## config.mk

```make
export PLATFORM = sky130hd
export DESIGN_NAME = reg_demux4
export DESIGN_NICKNAME = d
export VERILOG_FILES = /design/src/rtl/reg_demux4.sv
export SDC_FILE = /design/constraint.sdc
export NUM_CORES = 1
export LEC_CHECK = 0
export CELL_PAD_IN_SITES_DETAIL_PLACEMENT = 0
export CELL_PAD_IN_SITES_GLOBAL_PLACEMENT = 1
export CORE_UTILIZATION = 36
export DETAILED_ROUTE_END_ITERATION = 10
export MAX_ROUTING_LAYER = met4
export PLACE_DENSITY = 0.83
export SYNTH_ARGS = -nofsm -noshare
export SYNTH_HDL_FRONTEND = slang
export SYNTH_SLANG_ARGS = --single-unit
export TNS_END_PERCENT = 1
```

## constraint.sdc

```tcl
create_clock -name Clk -period 2.96 [get_ports Clk]
set_input_delay 0.296 -clock Clk [delete_from_list [all_inputs] [get_ports Clk]]
set_output_delay 0.296 -clock Clk [all_outputs]
set_load 0.01 [all_outputs]
```

## src/rtl/reg_demux4.sv

```systemverilog
// Registered 1-to-4 demultiplexer: each accepted word lands in a one-entry register
// on the channel chosen by Select, with an independent valid/ready handshake per channel.
module reg_demux4 #(
    parameter int INPUT_BIT_WIDTH = 8,
    parameter int BUS_WIDTH       = 2
) (
    input  logic                       Clk,
    input  logic                       Reset,
    input  logic [INPUT_BIT_WIDTH-1:0] Input,
    input  logic [BUS_WIDTH-1:0]       Select,
    input  logic                       InputValid,
    output logic                       InputReady,
    output logic [INPUT_BIT_WIDTH-1:0] OutputA,
    output logic [INPUT_BIT_WIDTH-1:0] OutputB,
    output logic [INPUT_BIT_WIDTH-1:0] OutputC,
    output logic [INPUT_BIT_WIDTH-1:0] OutputD,
    output logic                       ValidA,
    output logic                       ValidB,
    output logic                       ValidC,
    output logic                       ValidD,
    input  logic                       ReadyA,
    input  logic                       ReadyB,
    input  logic                       ReadyC,
    input  logic                       ReadyD,
    output logic [3:0]                 Pending,
    output logic [15:0]                AcceptCount
);

    logic [INPUT_BIT_WIDTH-1:0] data_q [4];
    logic [INPUT_BIT_WIDTH-1:0] data_d [4];
    logic [3:0]                 valid_q, valid_d;
    logic [15:0]                count_q, count_d;
    logic [3:0]                 ready_vec;
    logic                       accept;

    assign ready_vec = {ReadyD, ReadyC, ReadyB, ReadyA};

    // Only the selected channel decides acceptance; InputValid never feeds back into it.
    assign InputReady = !valid_q[Select] || ready_vec[Select];
    assign accept     = InputValid && InputReady;

    always_comb begin
        data_d  = data_q;
        valid_d = valid_q & ~ready_vec;
        count_d = count_q;
        // A drain and an accept on the same channel merge: the new word replaces it with no bubble.
        if (accept) begin
            data_d[Select]  = Input;
            valid_d[Select] = 1'b1;
            count_d         = count_q + 16'd1;
        end
    end

    always_ff @(posedge Clk) begin
        if (!Reset) begin
            for (int i = 0; i < 4; i++) begin
                data_q[i] <= '0;
            end
            valid_q <= '0;
            count_q <= '0;
        end else begin
            data_q  <= data_d;
            valid_q <= valid_d;
            count_q <= count_d;
        end
    end

    assign OutputA     = data_q[0];
    assign OutputB     = data_q[1];
    assign OutputC     = data_q[2];
    assign OutputD     = data_q[3];
    assign ValidA      = valid_q[0];
    assign ValidB      = valid_q[1];
    assign ValidC      = valid_q[2];
    assign ValidD      = valid_q[3];
    assign Pending     = valid_q;
    assign AcceptCount = count_q;

endmodule

```

Word level (Yosys, flattened, before mapping) --
Cells that the tools add are included.
Cells by class: $add $sub $neg 1, $lt $le $gt $ge 4, mux-type cells 10, bitwise operators 4, reduce and logical (&&, ||, !) cells 5
Operator list (number):
- $bwmux 32 | 1
- $add 16x1->16 const B | 1
- $demux 8 s2 | 1
- $mux 8 | 1
- $and 4x4->4 | 1
- $bmux 1 s2 | 2
- $mux 4 | 1
- $not 4->4 | 1
- $or 4x4->4 | 1
- $ge 3x3->1 const B | 1
- $logic_and 1x1->1 | 3
- $lt 2x3->1 const B | 1
- $lt 3x1->1 const B | 1
- $mux 1 | 3
- $not 2->3 | 1
- $demux 1 s2 | 1
- $ge 2x1->1 const B | 1
- $logic_not 1->1 | 1
- $logic_or 1x1->1 | 1
Storage, ports and cells: flip-flop bits (word level) 52, input bits 17, output and inout port bits 57, logic and storage cells 30

Depth between registers and ports, before layout --
Gate-level depths: netlist (run 1).
depth in word-level cells 6, gate-level depth with buffers 6, gate-level depth less buffers 5

Least setup slack after synthesis (run 1) --
No wires, ideal clock.
path type register to register, from reg valid_q[3], in the netlist Pending[3], to reg count_q[13], in the netlist AcceptCount[13], library setup time 0.071 ns, data arrival time 1.715 ns, slack 1.175 ns, stages on the path, launching flop included 6, clock period less this slack 1.785 ns, path through dfxtp_1 nor2b_1 mux4_2 buf_2 or4_1 a21oi_1
On the way: word-level cells in the longest chain between the ends 5
Ends and longest elaborated chain:
- start: declaration | RTL line 31 | logic [3:0] valid_q, valid_d;
- start signal: assignment | RTL line 63 | valid_q <= valid_d;
- $bmux 1 s2 | RTL line 39 | assign InputReady = !valid_q[Select] || ready_vec[Select];
- $mux 1 (not written as such) | RTL line 39
- $logic_not 1->1 | RTL line 39
- $logic_or 1x1->1 | RTL line 39
- $logic_and 1x1->1 | RTL line 40 | assign accept = InputValid && InputReady;
- end signal: assignment | RTL line 64 | count_q <= count_d;
- end: declaration | RTL line 32 | logic [15:0] count_q, count_d;
Every way passes these cells. The select of a mux whose other input is x is not followed. A chain may end at the register's enable or synchronous reset.

Final worst setup path (run 1) --
from in Select[1], to out InputReady
On the way: word-level cells in the longest chain between the ends 4
Ends and longest elaborated chain:
- start: declaration | RTL line 10 | input logic [BUS_WIDTH-1:0] Select,
- $bmux 1 s2 | RTL line 39
- $mux 1 (not written as such) | RTL line 39
- $logic_not 1->1 | RTL line 39
- $logic_or 1x1->1 * | RTL line 39
- end: declaration | RTL line 12 | output logic InputReady,
Every way passes the cells marked *; elsewhere a longest branch is shown, timed or not. The select of a mux whose other input is x is not followed.

==> results of run 1 <==
[registers in the layout (all words and copies together) (netlist names)]
register	flops
OutputB	8
Pending	4
OutputC	8
OutputA	8
OutputD	8
AcceptCount	16
[final cells by class]
class	count	share of cell area, %
inverter	4	0.487
timing repair buffer	79	25.6
sequential	52	33.8
multi-input combinational	155	33.3
tap	72	2.92
clock inverter	2	1.26
clock buffer	6	2.68
[worst min-delay path by stage]
stage / start / end / slack [ns] / cells after the start
floorplan: Reset / AcceptCount[10] / 0.41 / 1
global placement: AcceptCount[15] / AcceptCount[15] / 0.47 / 2
detailed placement: AcceptCount[15] / AcceptCount[15] / 0.48 / 2
CTS: AcceptCount[15] / AcceptCount[15] / 0.49 / 2
global route: AcceptCount[6] / AcceptCount[6] / 0.52 / 2
finish: AcceptCount[14] / AcceptCount[14] / 0.49 / 2
[routing by layer]
metal  global-route usage, %  share of wire [%]  up-vias
met3                    3.66                4.1        7
met5                       -                  0        -
met1                    24.9                 49      891
met4                    6.00                1.1        0
met2                    27.2                 45       42
li1                        -                  -      945
[worst max-delay path: stages]
cell and delay [ns]:
clkdlybuf4s50_1 0.56, mux4_2 0.55, inv_2 0.10, clkdlybuf4s50_1 0.53
[cell families (layout without fill, tap and decap cells)]
family | after synthesis | after routing | share of synthesized area (%)
buf+inv | 23 | 91 | 4.79
compound gates | 30 | 30 | 8.84
flops | 52 | 52 | 48.1
mux | 35 | 35 | 16.8
simple gates | 89 | 89 | 21.0
fa+ha+maj | 1 | 1 | 0.578
[through the flow]
stage	utilization [%]	area (sq um)	total power [uW]	setup slack (ns)	cells
floorplan	-	2170	817	1.17	230
global placement	52.5	2960	904	0.609	362
detailed placement	52.5	2960	906	0.555	362
CTS	54.6	3080	1420	0.611	370
global route	54.6	3080	1460	0.558	370
finish	54.6	3080	1410	0.619	370
[cell usage after synthesis]
| master | instances |
|---|---|
| or4_1 | 10 |
| nor3_1 | 1 |
| inv_1 | 3 |
| o31ai_1 | 9 |
| nand2_1 | 7 |
| buf_2 | 2 |
| o21a_1 | 3 |
| nand4_1 | 6 |
| inv_2 | 1 |
| nor2b_1 | 4 |
| buf_4 | 4 |
| nor2_1 | 37 |
| mux4_2 | 1 |
| and3_1 | 3 |
| nor4_1 | 4 |
| ha_1 | 1 |
| and4_1 | 1 |
| nand3_1 | 7 |
| a21oi_1 | 13 |
| and2_1 | 3 |
| o31a_1 | 3 |
| buf_1 | 4 |
| clkbuf_1 | 9 |
| or3_1 | 1 |
| nor4b_1 | 1 |
| dfxtp_1 | 52 |
| mux2i_1 | 34 |
| nand2b_1 | 4 |
| o21ai_1 | 2 |
[power breakdown]
part | total [uW] | internal [uW] | switching (uW)
Clock | 520 | 277 | 244
Sequential | 730 | 718 | 11.9
Combinational | 159 | 84.5 | 74.8
Total | 1410 | 1080 | 330
==> results by group, run 1 <==
Yosys
  • Synth Warn #: 0
  • Cells after synthesis: 230
  • Cell taking the most area after synthesis: dfxtp_1
  • Flops & latches, synth: 52
  • Sequential element share of the synthesized area: 48.1%
  • Syn_area_per_cell: 9.42 sq um
  • Cell Area, Synth: 0.00217 sq mm
  • Area contributors post-synth: dfxtp_1 (48%), mux2i_1 (16%), nor2_1 (6.4%)
  • Yosys top cell area share: 48.1%
  • Count of cell types in the netlist: 29
  • Synthesized Nets: 248

Die
  • Die X: 79.6 um
  • Die area: 0.00633 sq mm
  • Rows: 27
  • Initial core utilization: 38.4%
  • Die H: 79.6 um
  • IO Count: 74
  • CORE AREA: 0.00564 sq mm

Timing
  • Clock skew: 0.00429 ns
  • Fin. Hold Viols: 0
  • Peak Freq: 0.427 GHz
  • Slew HR: 62.8%
  • Final setup TNS: 0 ns
  • Final setup vio count: 0
  • Worst-Margin Slew: 0.558 ns
  • Pins Over Slew Limit: 0
  • RSZ-0062 raised after global routing: no
  • Fin crit period: 2.34 ns
  • Final cycle utilization of the critical path: 79.1%
  • Hold Slack: 0.487 ns

GRT
  • Vias in the first global route: 1,696
  • First-pass GRT wire length: 8.65 mm
  • Total grt overflow: 0
  • Initial antenna violation count: 0
  • Maximum number of pins on one net before global-route repair: 37
  • Tot GR Track Use: 18.4%

Layout
  • Footprint of the multi-input gates: 0.00103 sq mm
  • Share of cells above drive strength 1: 5.70%
  • Diodes inserted: 0
  • Layout Nets: 315
  • Synth-to-Final Area Change: 42.3%
  • Register area: 0.00104 sq mm
  • Most frequent cells in the layout: clkdlybuf4s50_1 (73), dfxtp_1 (52), nor2_1 (37)
  • Fillcell total: 529
  • Most common cell after layout, fill and taps aside: clkdlybuf4s50_1

Worst setup path
  • Reg2reg start: Pending[3]
  • R2r endpoint: AcceptCount[13]
  • Crit Path Class: input pin to primary output
  • Worst Path Required: 2.66 ns
  • Critical Path Sink: InputReady
  • Worst setup EP type: primary output
  • Register-to-Register Path Depth: 5
  • Crit path DAT: 2.05 ns
  • Worst Path Max Fanout: 5
  • R2r setup slk: 0.96 ns
  • Worst setup SP type: input pin
  • Worst setup path startpoint: Select[1]

Run status
  • Outcome: complete, no violations

Power
  • Max IR drop VDD: 0.307 mV
  • PD cells: 457 mW/mm^2
  • Leak: 0.00112 uW

Route
  • Drt via density: 5.09
  • Avg WL per Cell: 14.6 um
  • # DRC: 0
  • Vias: 1,885
  • 1st-pass router iterations: 4
  • Final Routed Wirelength: 5.41 mm
  • Number of DRC markers in iteration 0: 89
  • Post-DRT Antenna Nets: 0

Clock network
  • Clk root buf: clkbuf_8
  • Clk buf depth: 2
  • CTS sink cnt: 52
  • PostCTS Resize Cnt: 0
  • Htree depth: 2
  • Cts hold-fix bufs: 0
  • Setup Buffers After CTS: 0
  • CTS tree: yes
  • Reg clk slew, reported paths: 0.09 ns
  • Skew-Pair Late Insertion Delay: 0.30 ns
  • TritonCTS buffer count: 5

Worst hold path
  • Worst Hold Class: flop to flop

Placement
  • GPL Wtd Cong: 0.856
  • IO buf count: 73
  • HPWL Detailed: 3.77 mm

Job
  • Max-Cap Viols: 0
No activity file was read; power rests on OpenSTA's default activity.
==> run 2: changes to the inputs <==
- CORE_UTILIZATION: 36 -> 33
- PLACE_DENSITY: 0.83 -> 0.77
- clock period: 2.96 -> 2.3 ns (I/O delays scaled with it)
==> run 2 against run 1 <==
Non-clock buffer count up 4. Core utilization down 6.0 points. Clock-buffer cell count unchanged. Worst setup slack worse by 0.48 ns. Worst hold slack better by 0.0088 ns. Largest power group unchanged. Highest routed layer unchanged.
==> results by group, run 2 (same netlist as run 1, synthesis figures left out) <==
Run status
  • Outcome: complete, no violations

Power
  • Max IR drop VDD: 0.364 mV
  • Sw frac: 24.6%
  • Leak: 0.00112 uW
  • Internal cell power: 1250 uW
  • Combinational power share: 12.4%
  • Clk pwr share: 31.1%
  • Flop pwr share: 56.5%
  • PD cells: 537 mW/mm^2
  • Psw: 408 uW

GRT
  • Total grt overflow: 0
  • Tot GR Track Use: 16.0%
  • Maximum number of pins on one net before global-route repair: 30
  • First-pass GRT wire length: 8.74 mm
  • Initial antenna violation count: 0
  • Vias in the first global route: 1,834

Timing
  • Peak Freq: 0.463 GHz
  • Fin. Hold Viols: 0
  • Slew HR: 78.2%
  • Clock skew: 0.00736 ns
  • Final setup TNS: 0 ns
  • RSZ-0062 raised after global routing: no
  • Worst-Margin Slew: 0.324 ns
  • Fin crit period: 2.16 ns
  • Hold Slack: 0.496 ns
  • Final cycle utilization of the critical path: 93.8%
  • Pins Over Slew Limit: 0
  • Final setup vio count: 0

Route
  • Final Routed Wirelength: 5.13 mm
  • Avg WL per Cell: 13.5 um
  • Post-DRT Antenna Nets: 0
  • # DRC: 0
  • 1st-pass router iterations: 4
  • Drt via density: 4.99
  • Vias: 1,890
  • Number of DRC markers in iteration 0: 53

Die
  • Die H: 83.0 um
  • Rows: 29
  • Die area: 0.00689 sq mm
  • CORE AREA: 0.00635 sq mm
  • Initial core utilization: 34.1%
  • Die X: 83.0 um
  • IO Count: 74

Worst setup path
  • Worst Path Required: 2.07 ns
  • Worst setup SP type: flop
  • Worst setup EP type: primary output
  • Crit path DAT: 1.93 ns
  • Crit Path Class: flop to primary output
  • Worst Path Max Fanout: 3

Clock network
  • Reg clk slew, reported paths: 0.09 ns
  • Cts hold-fix bufs: 0
  • PostCTS Resize Cnt: 0
  • Clk buf depth: 2
  • Skew-Pair Late Insertion Delay: 0.30 ns
  • CTS sink cnt: 52
  • Htree depth: 2
  • CTS tree: yes
  • Clk root buf: clkbuf_8
  • TritonCTS buffer count: 5

Placement
  • HPWL Detailed: 3.63 mm
  • GPL Wtd Cong: 0.785
  • IO buf count: 73

Job
  • Max-Cap Viols: 0

Layout
  • Share of cells above drive strength 1: 6.95%
  • Post-Route Utilization: 48.7%
  • Fillcell total: 585
  • Diodes inserted: 0
  • Layout Nets: 319
  • Synth-to-Final Area Change: 42.8%
  • Max reg flops: 16
  • Most common cell after layout, fill and taps aside: clkdlybuf4s50_1
  • Most frequent cells in the layout: clkdlybuf4s50_1 (73), dfxtp_1 (52), nor2_1 (37)

Worst hold path
  • Worst Hold Class: flop to flop
[run 2: changes by cell type in the layout (fill, tap and decap cells not counted)]
cell | previous run | this run
clkbuf_8 | 6 | 5
nor3_1 | 1 | 0
clkbuf_1 | 0 | 1
clkinvlp_4 | 0 | 1
bufinv_16 | 1 | 0
buf_4 | 5 | 9
nor3_2 | 0 | 1
[run 2: final cells by class]
type / count / area, sq um / share of cell area, %
multi-input cells: 155 / 1030 / 33.4
well taps: 77 / 96.3 / 3.12
inverters: 4 / 15.0 / 0.486
repair buffers: 83 / 818 / 26.5
clock buffers: 6 / 72.6 / 2.35
clock inverters: 2 / 16.3 / 0.526
flip-flops and latches: 52 / 1040 / 33.7
[run 2: repair_timing]
action	in CTS	in global routing
buffers inserted	0	1
hold endpoints to repair	0	0
endpoints found under the setup margin	0	1
[run 2: metal layers]
metal  track usage (%)  vias to the layer above  share of wire [%]
met5                 -                        -                  0
li1                  -                      957                  -
met3              5.27                        7                7.4
met1              19.9                      871                 47
met4              5.02                        0               0.70
met2              24.5                       55                 45
[run 2: power groups by stage]
| stage | clock [uW] | sequential, uW | combinational [uW] |
|---|---|---|---|
| after CTS | 540 | 940 | 208 |
| after global routing | 585 | 943 | 223 |
| after detailed placement | 0 | 960 | 207 |
| after global placement | 0 | 960 | 207 |
| after floorplan | 0 | 970 | 80.7 |
| final | 516 | 939 | 206 |
[run 2: worst max-delay path, cell delays in order, from the launching register on]
cell	delay [ns]
dfxtp_1	0.33
nor2b_1	0.16
mux4_2	0.50
inv_2	0.10
clkdlybuf4s50_1	0.53
[run 2: metrics by stage]
| step | area, sq um | worst slack (ns) | instances | total power [uW] |
|---|---|---|---|---|
| CTS | 3080 | 0.0745 | 378 | 1690 |
| detailed placement | 3000 | 0.0496 | 370 | 1170 |
| global placement | 3000 | 0.0966 | 370 | 1170 |
| finish | 3090 | 0.142 | 379 | 1660 |
| floorplan | 2170 | 0.515 | 230 | 1050 |
| global route | 3090 | 0.0394 | 379 | 1750 |
[run 2: final timing paths]
kind                   start  slack [ns]               to  cells past startpoint
min          AcceptCount[15]        0.50  AcceptCount[15]                      2
max reg2reg       Pending[1]        0.26  AcceptCount[13]                      6
min reg2reg  AcceptCount[15]        0.50  AcceptCount[15]                      2
max               Pending[1]        0.14       InputReady                      4
==> run 3: changes to the inputs <==
- CORE_ASPECT_RATIO: unset -> 0.75
- PLACE_DENSITY: 0.77 -> 0.85
==> run 3 against run 2 <==
Via count rose by 1.7%. Clock skew rose by 0.0033 ns. Clock-buffer cell count did not move. Critical path depth did not move. Register-to-register slack got worse by 0.08 ns.
==> results by group, run 3 (same netlist as run 1, synthesis figures left out) <==
Layout
  • Max reg flops: 16
  • Diodes inserted: 0
  • Share of cells above drive strength 1: 8.79%
  • Most frequent cells in the layout: clkdlybuf4s50_1 (73), dfxtp_1 (52), nor2_1 (37)
  • Fin area: 0.00314 sq mm
  • Fillcell total: 599
  • Post-Route Utilization: 49.7%
  • Most common cell after layout, fill and taps aside: clkdlybuf4s50_1
  • Synth-to-Final Area Change: 45.1%
  • Layout Nets: 324

Worst setup path
  • Worst setup EP type: primary output
  • Crit Path Class: input pin to primary output
  • Worst Path Max Fanout: 6
  • Cell family with most CP delay: buffers and inverters
  • Worst setup SP type: input pin
  • Worst Path Required: 2.07 ns
  • Buf/Inv on CP: 3
  • CP max stage delay: 0.60 ns
  • Most used cell, CP: clkdlybuf4s50_1
  • Crit path DAT: 1.99 ns
  • Crit-path slowest cell: mux4_2
  • Crit path cell chain: clkdlybuf4s50_1, mux4_2, inv_2, clkdlybuf4s50_1

Power
  • Max IR drop VDD: 0.324 mV
  • Leak: 0.00115 uW
  • Power, Total: 1700 uW
  • PD cells: 541 mW/mm^2

Clock network
  • Setup Buffers After CTS: 0
  • Htree depth: 2
  • TritonCTS buffer count: 5
  • PostCTS Resize Cnt: 0
  • CTS tree: yes
  • Skew-Pair Late Insertion Delay: 0.30 ns
  • CTS sink cnt: 52
  • Cts hold-fix bufs: 0
  • Clk buf depth: 2
  • Reg clk slew, reported paths: 0.10 ns
  • Clk root buf: clkbuf_8

Die
  • Rows: 25
  • Die H: 72.2 um
  • Die X: 95.5 um
  • Initial core utilization: 34.3%
  • IO Count: 74
  • Die area: 0.00689 sq mm
  • CORE AREA: 0.00632 sq mm

Route
  • Vias: 1,923
  • 1st-pass router iterations: 4
  • Avg WL per Cell: 13.9 um
  • Number of DRC markers in iteration 0: 94
  • Post-DRT Antenna Nets: 0
  • Final Routed Wirelength: 5.41 mm
  • Drt via density: 4.96
  • # DRC: 0

Timing
  • Worst-Margin Slew: 0.534 ns
  • RSZ-0062 raised after global routing: no
  • Pins Over Slew Limit: 0
  • Peak Freq: 0.450 GHz
  • Fin. Hold Viols: 0
  • Slew HR: 64.4%
  • Clock skew: 0.0106 ns
  • Final cycle utilization of the critical path: 96.6%
  • Final setup vio count: 0
  • Fin crit period: 2.22 ns

GRT
  • Maximum number of pins on one net before global-route repair: 35
  • First-pass GRT wire length: 8.24 mm
  • Initial antenna violation count: 0
  • Total grt overflow: 0
  • Vias in the first global route: 1,658
  • Tot GR Track Use: 16.1%

Placement
  • HPWL Detailed: 3.89 mm
  • DP Area: 0.00304 sq mm
  • GPL Wtd Cong: 0.821
  • IO buf count: 73

Job
  • Max-Cap Viols: 0

Worst hold path
  • Worst Hold Class: flop to flop

Run status
  • Outcome: complete, no violations
-- run 3: changes by cell type in the layout (fill, tap and decap cells not counted), sizes merged --
cell	change
clkinv	-1
buf	+5
clkinvlp	+1
-- run 3: routing by layer --
layer / routed length, um / track usage (%) / share of wire [%]
met5: 0 / - / 0
met4: 30 / 3.48 / 0.55
met3: 307 / 3.25 / 5.7
met2: 2430 / 23.4 / 45
met1: 2640 / 23.1 / 49
-- run 3: stage by stage --
step                TNS (ns)  hold slack, ns  setup slack, ns  std cells
finish                     0           0.500           0.0786        388
global route               0           0.517          0.00675        388
CTS                        0           0.506           0.0562        387
detailed placement   -0.0193           0.480          -0.0178        379
global placement           0           0.473           0.0254        379
floorplan                  0           0.348            0.515        230
-- run 3: layout make-up --
type                    instances  area [sq um]  share of cell area [%]
flip-flops and latches         52          1040                    33.1
multi-input cells             155          1030                    32.8
repair buffers                 88           856                    27.2
well taps                      81           101                    3.22
clock buffers                   6          82.6                    2.63
clock inverters                 2          15.0                   0.478
inverters                       4          15.0                   0.478
-- run 3: power breakdown --
part | internal [uW] | switching [uW] | leakage, uW
Clock | 244 | 306 | 0.0000434
Sequential | 924 | 14.9 | 0.000422
Combinational | 115 | 96.6 | 0.000687
Total | 1280 | 417 | 0.00115
-- run 3: path summary, 6_finish.rpt --
check / start / end / slack (ns) / depth (start not counted)
setup / recovery: Select[1] / InputReady / 0.08 / 4
hold / removal: OutputD[3] / OutputD[3] / 0.50 / 2
setup reg to reg: Pending[3] / AcceptCount[14] / 0.18 / 7
hold reg to reg: OutputD[3] / OutputD[3] / 0.50 / 2
-- run 3: worst min-delay path, cell delays in order, from the launching register on --
cell	delay, ns
dfxtp_1	0.34
mux2i_1	0.06
nor2_1	0.07
==> edit: new RTL, flow settings as in run 2 <==
Set the parameter `INPUT_BIT_WIDTH` to 10 (it was 8).
--- a/src/rtl/reg_demux4.sv
+++ b/src/rtl/reg_demux4.sv
@@ -1,7 +1,7 @@
 // Registered 1-to-4 demultiplexer: each accepted word lands in a one-entry register
 // on the channel chosen by Select, with an independent valid/ready handshake per channel.
 module reg_demux4 #(
-    parameter int INPUT_BIT_WIDTH = 8,
+    parameter int INPUT_BIT_WIDTH = 10,
     parameter int BUS_WIDTH       = 2
 ) (
     input  logic                       Clk,
Interface: changed (5 resized); port bits go from 74 to 84. The function was not compared with the original's and may differ.
==> edit against run 2 <==
Sequential share of layout area barely moved; setup slack better by 0.24 ns; synthesized area grew 11%; critical endpoint is now AcceptCount[7]$_SDFFE_PN0P_; count of clock-buffer cells in the layout increased by 3; sequential cell count is 8 higher; routed wire length is 16% higher; design area is 15% higher; critical path type is now reg -> reg; total power is 36% higher; synthesized cell count up 8.7%; global-route usage up 1.1 points.
==> edit: results (changes against run 2) <==
Power and ir drop
  – Leakage: 1.28 nW (was 1.12 nW)
  – Peak VDD IR: 0.445 mV (was 0.364 mV)

Clocking
  – CTS H-Tree Depth: 3 (was 2)
  – Total CTS buffers: 9 (was 5)
  – Clk_lat worst skew: 0.33 ns (was 0.30 ns)
  – Reg clk slew, reported paths: 0.07 ns (was 0.09 ns)
  – Worst-case clock buffer depth: 2 (unchanged)

Worst setup path
  – CP Max Fanout: 30 (was 3)
  – CP delay by family, top: simple AND/OR/NAND/NOR gates (was buffers and inverters)
  – Worst Path Arrival: 2.18 ns (was 1.93 ns)
  – Crit-path slowest cell: mux4_2 (was clkdlybuf4s50_1)
  – CP peak stage delay: 0.51 ns (was 0.53 ns)

Logic synthesis
  – Synth Warn #: 0 (unchanged)
  – Adder-Cell Fraction of Synth Area: 0.00520 (was 0.00578)
  – Synth Area in Compound Gates: 0.0795 (was 0.0884)
  – Net Count, Synth: 270 (was 248)
  – Post-synthesis mux area share: 0.180 (was 0.168)
  – Sequential share of the synthesized area: 0.499 (was 0.481)
  – Post-synth top cells: dfxtp_1, nor2_1, mux2i_1 (unchanged)
  – Top post-synthesis cells by area: dfxtp_1, mux2i_1, nor2_1 (unchanged)

Route
  – Initial drt markers: 93 (was 53)
  – Via-to-Cell Ratio: 4.83 (was 4.99)
  – Wirelength per Cell: 13.7 um (was 13.5 um)

GRT
  – Largest net degree at the start of global routing: 33 (was 30)
  – GRT Total Usage: 0.171 (was 0.160)
  – Vias in the first global route: 1,941 (was 1,834)
  – First-pass GRT wire length: 9.54 mm (was 8.74 mm)

Outcome
  – Run status: finished clean (unchanged)

Placement
  – GPL Wtd Cong: 0.756 (was 0.785)
  – Detail Placement HPWL: 3.98 mm (was 3.63 mm)
  – Count of input and output buffers: 83 (was 73)

Layout
  – Share of cells above drive strength 1: 0.0914 (was 0.0695)
  – NumNets Final: 354 (was 319)
  – FILL cells: 661 (was 585)

Timing
  – Setup Skew: 0.00582 ns (was 0.00736 ns)
  – Tightest Pin Transition: 0.372 ns (was 0.324 ns)
## edit: changes by cell type in the layout (fill, tap and decap cells not counted), moves of 4 or more
cell	change
clkdlybuf4s50_1	+9
nor2_1	+7
dfxtp_1	+8
clkbuf_8	+4
mux2i_1	+7
a21oi_1	+4
## edit: through the flow
step / instances / area [sq um] / power (mW) / worst slack (ns)
after floorplan: 250 / 2410 / 1.21 / 0.495
after global placement: 419 / 3360 / 1.34 / 0.108
after detailed placement: 419 / 3360 / 1.34 / 0.0657
after CTS: 435 / 3560 / 2.30 / 0.0494
after global routing: 435 / 3560 / 2.37 / 0.280
final: 435 / 3560 / 2.27 / 0.380
## edit: worst paths after layout
check | cells after the start | end | slack (ns)
max | 5 | AcceptCount[7]$_SDFFE_PN0P_ | 0.38
min | 2 | AcceptCount[15]$_SDFFE_PN0P_ | 0.48
max reg2reg | 5 | AcceptCount[7]$_SDFFE_PN0P_ | 0.38
min reg2reg | 2 | AcceptCount[15]$_SDFFE_PN0P_ | 0.48
## edit: tightest hold or removal path, cell delays in order (launching register included)
cell,delay [ns]
dfxtp_1,0.33
nand2_1,0.06
mux2i_1,0.05
## edit: power by group
group          switching, mW  total, mW  internal [mW]
sequential            0.0177       1.09           1.07
combinational          0.105      0.231          0.126
clock                  0.444      0.949          0.505
total                  0.567       2.27           1.70
## edit: final cells by class
class	instances	area, sq um	area share
timing repair buffer	92	913	0.256
tap	96	120	0.0337
clock buffer	9	124	0.0348
clock inverter	7	76.3	0.0214
inverter	7	26.3	0.00738
multi-input combinational	164	1100	0.309
sequential	60	1200	0.337
## edit: per-layer routing
layer / wire length [um] / vias to the layer above / track usage / share of wire
li1: - / 1046 / - / -
met1: 2810 / 980 / 0.206 / 0.47
met2: 2600 / 69 / 0.254 / 0.44
met3: 495 / 6 / 0.0777 / 0.083
met4: 59 / 0 / 0.0507 / 0.0099
met5: 0 / - / - / 0
## edit: cells by family (layout without fill, tap and decap cells)
logic type / after synthesis / count (layout)
simple gates: 89 / 89
buf+inv: 26 / 115
mux: 42 / 42
flops: 60 / 60
fa+ha+maj: 1 / 1
compound gates: 32 / 32
## edit: what timing repair did
item	4_1_cts	5_1_grt
hold endpoints to repair	0	0
resized for setup	0	1
setup buffers	0	0
endpoints found under the setup margin	0	1
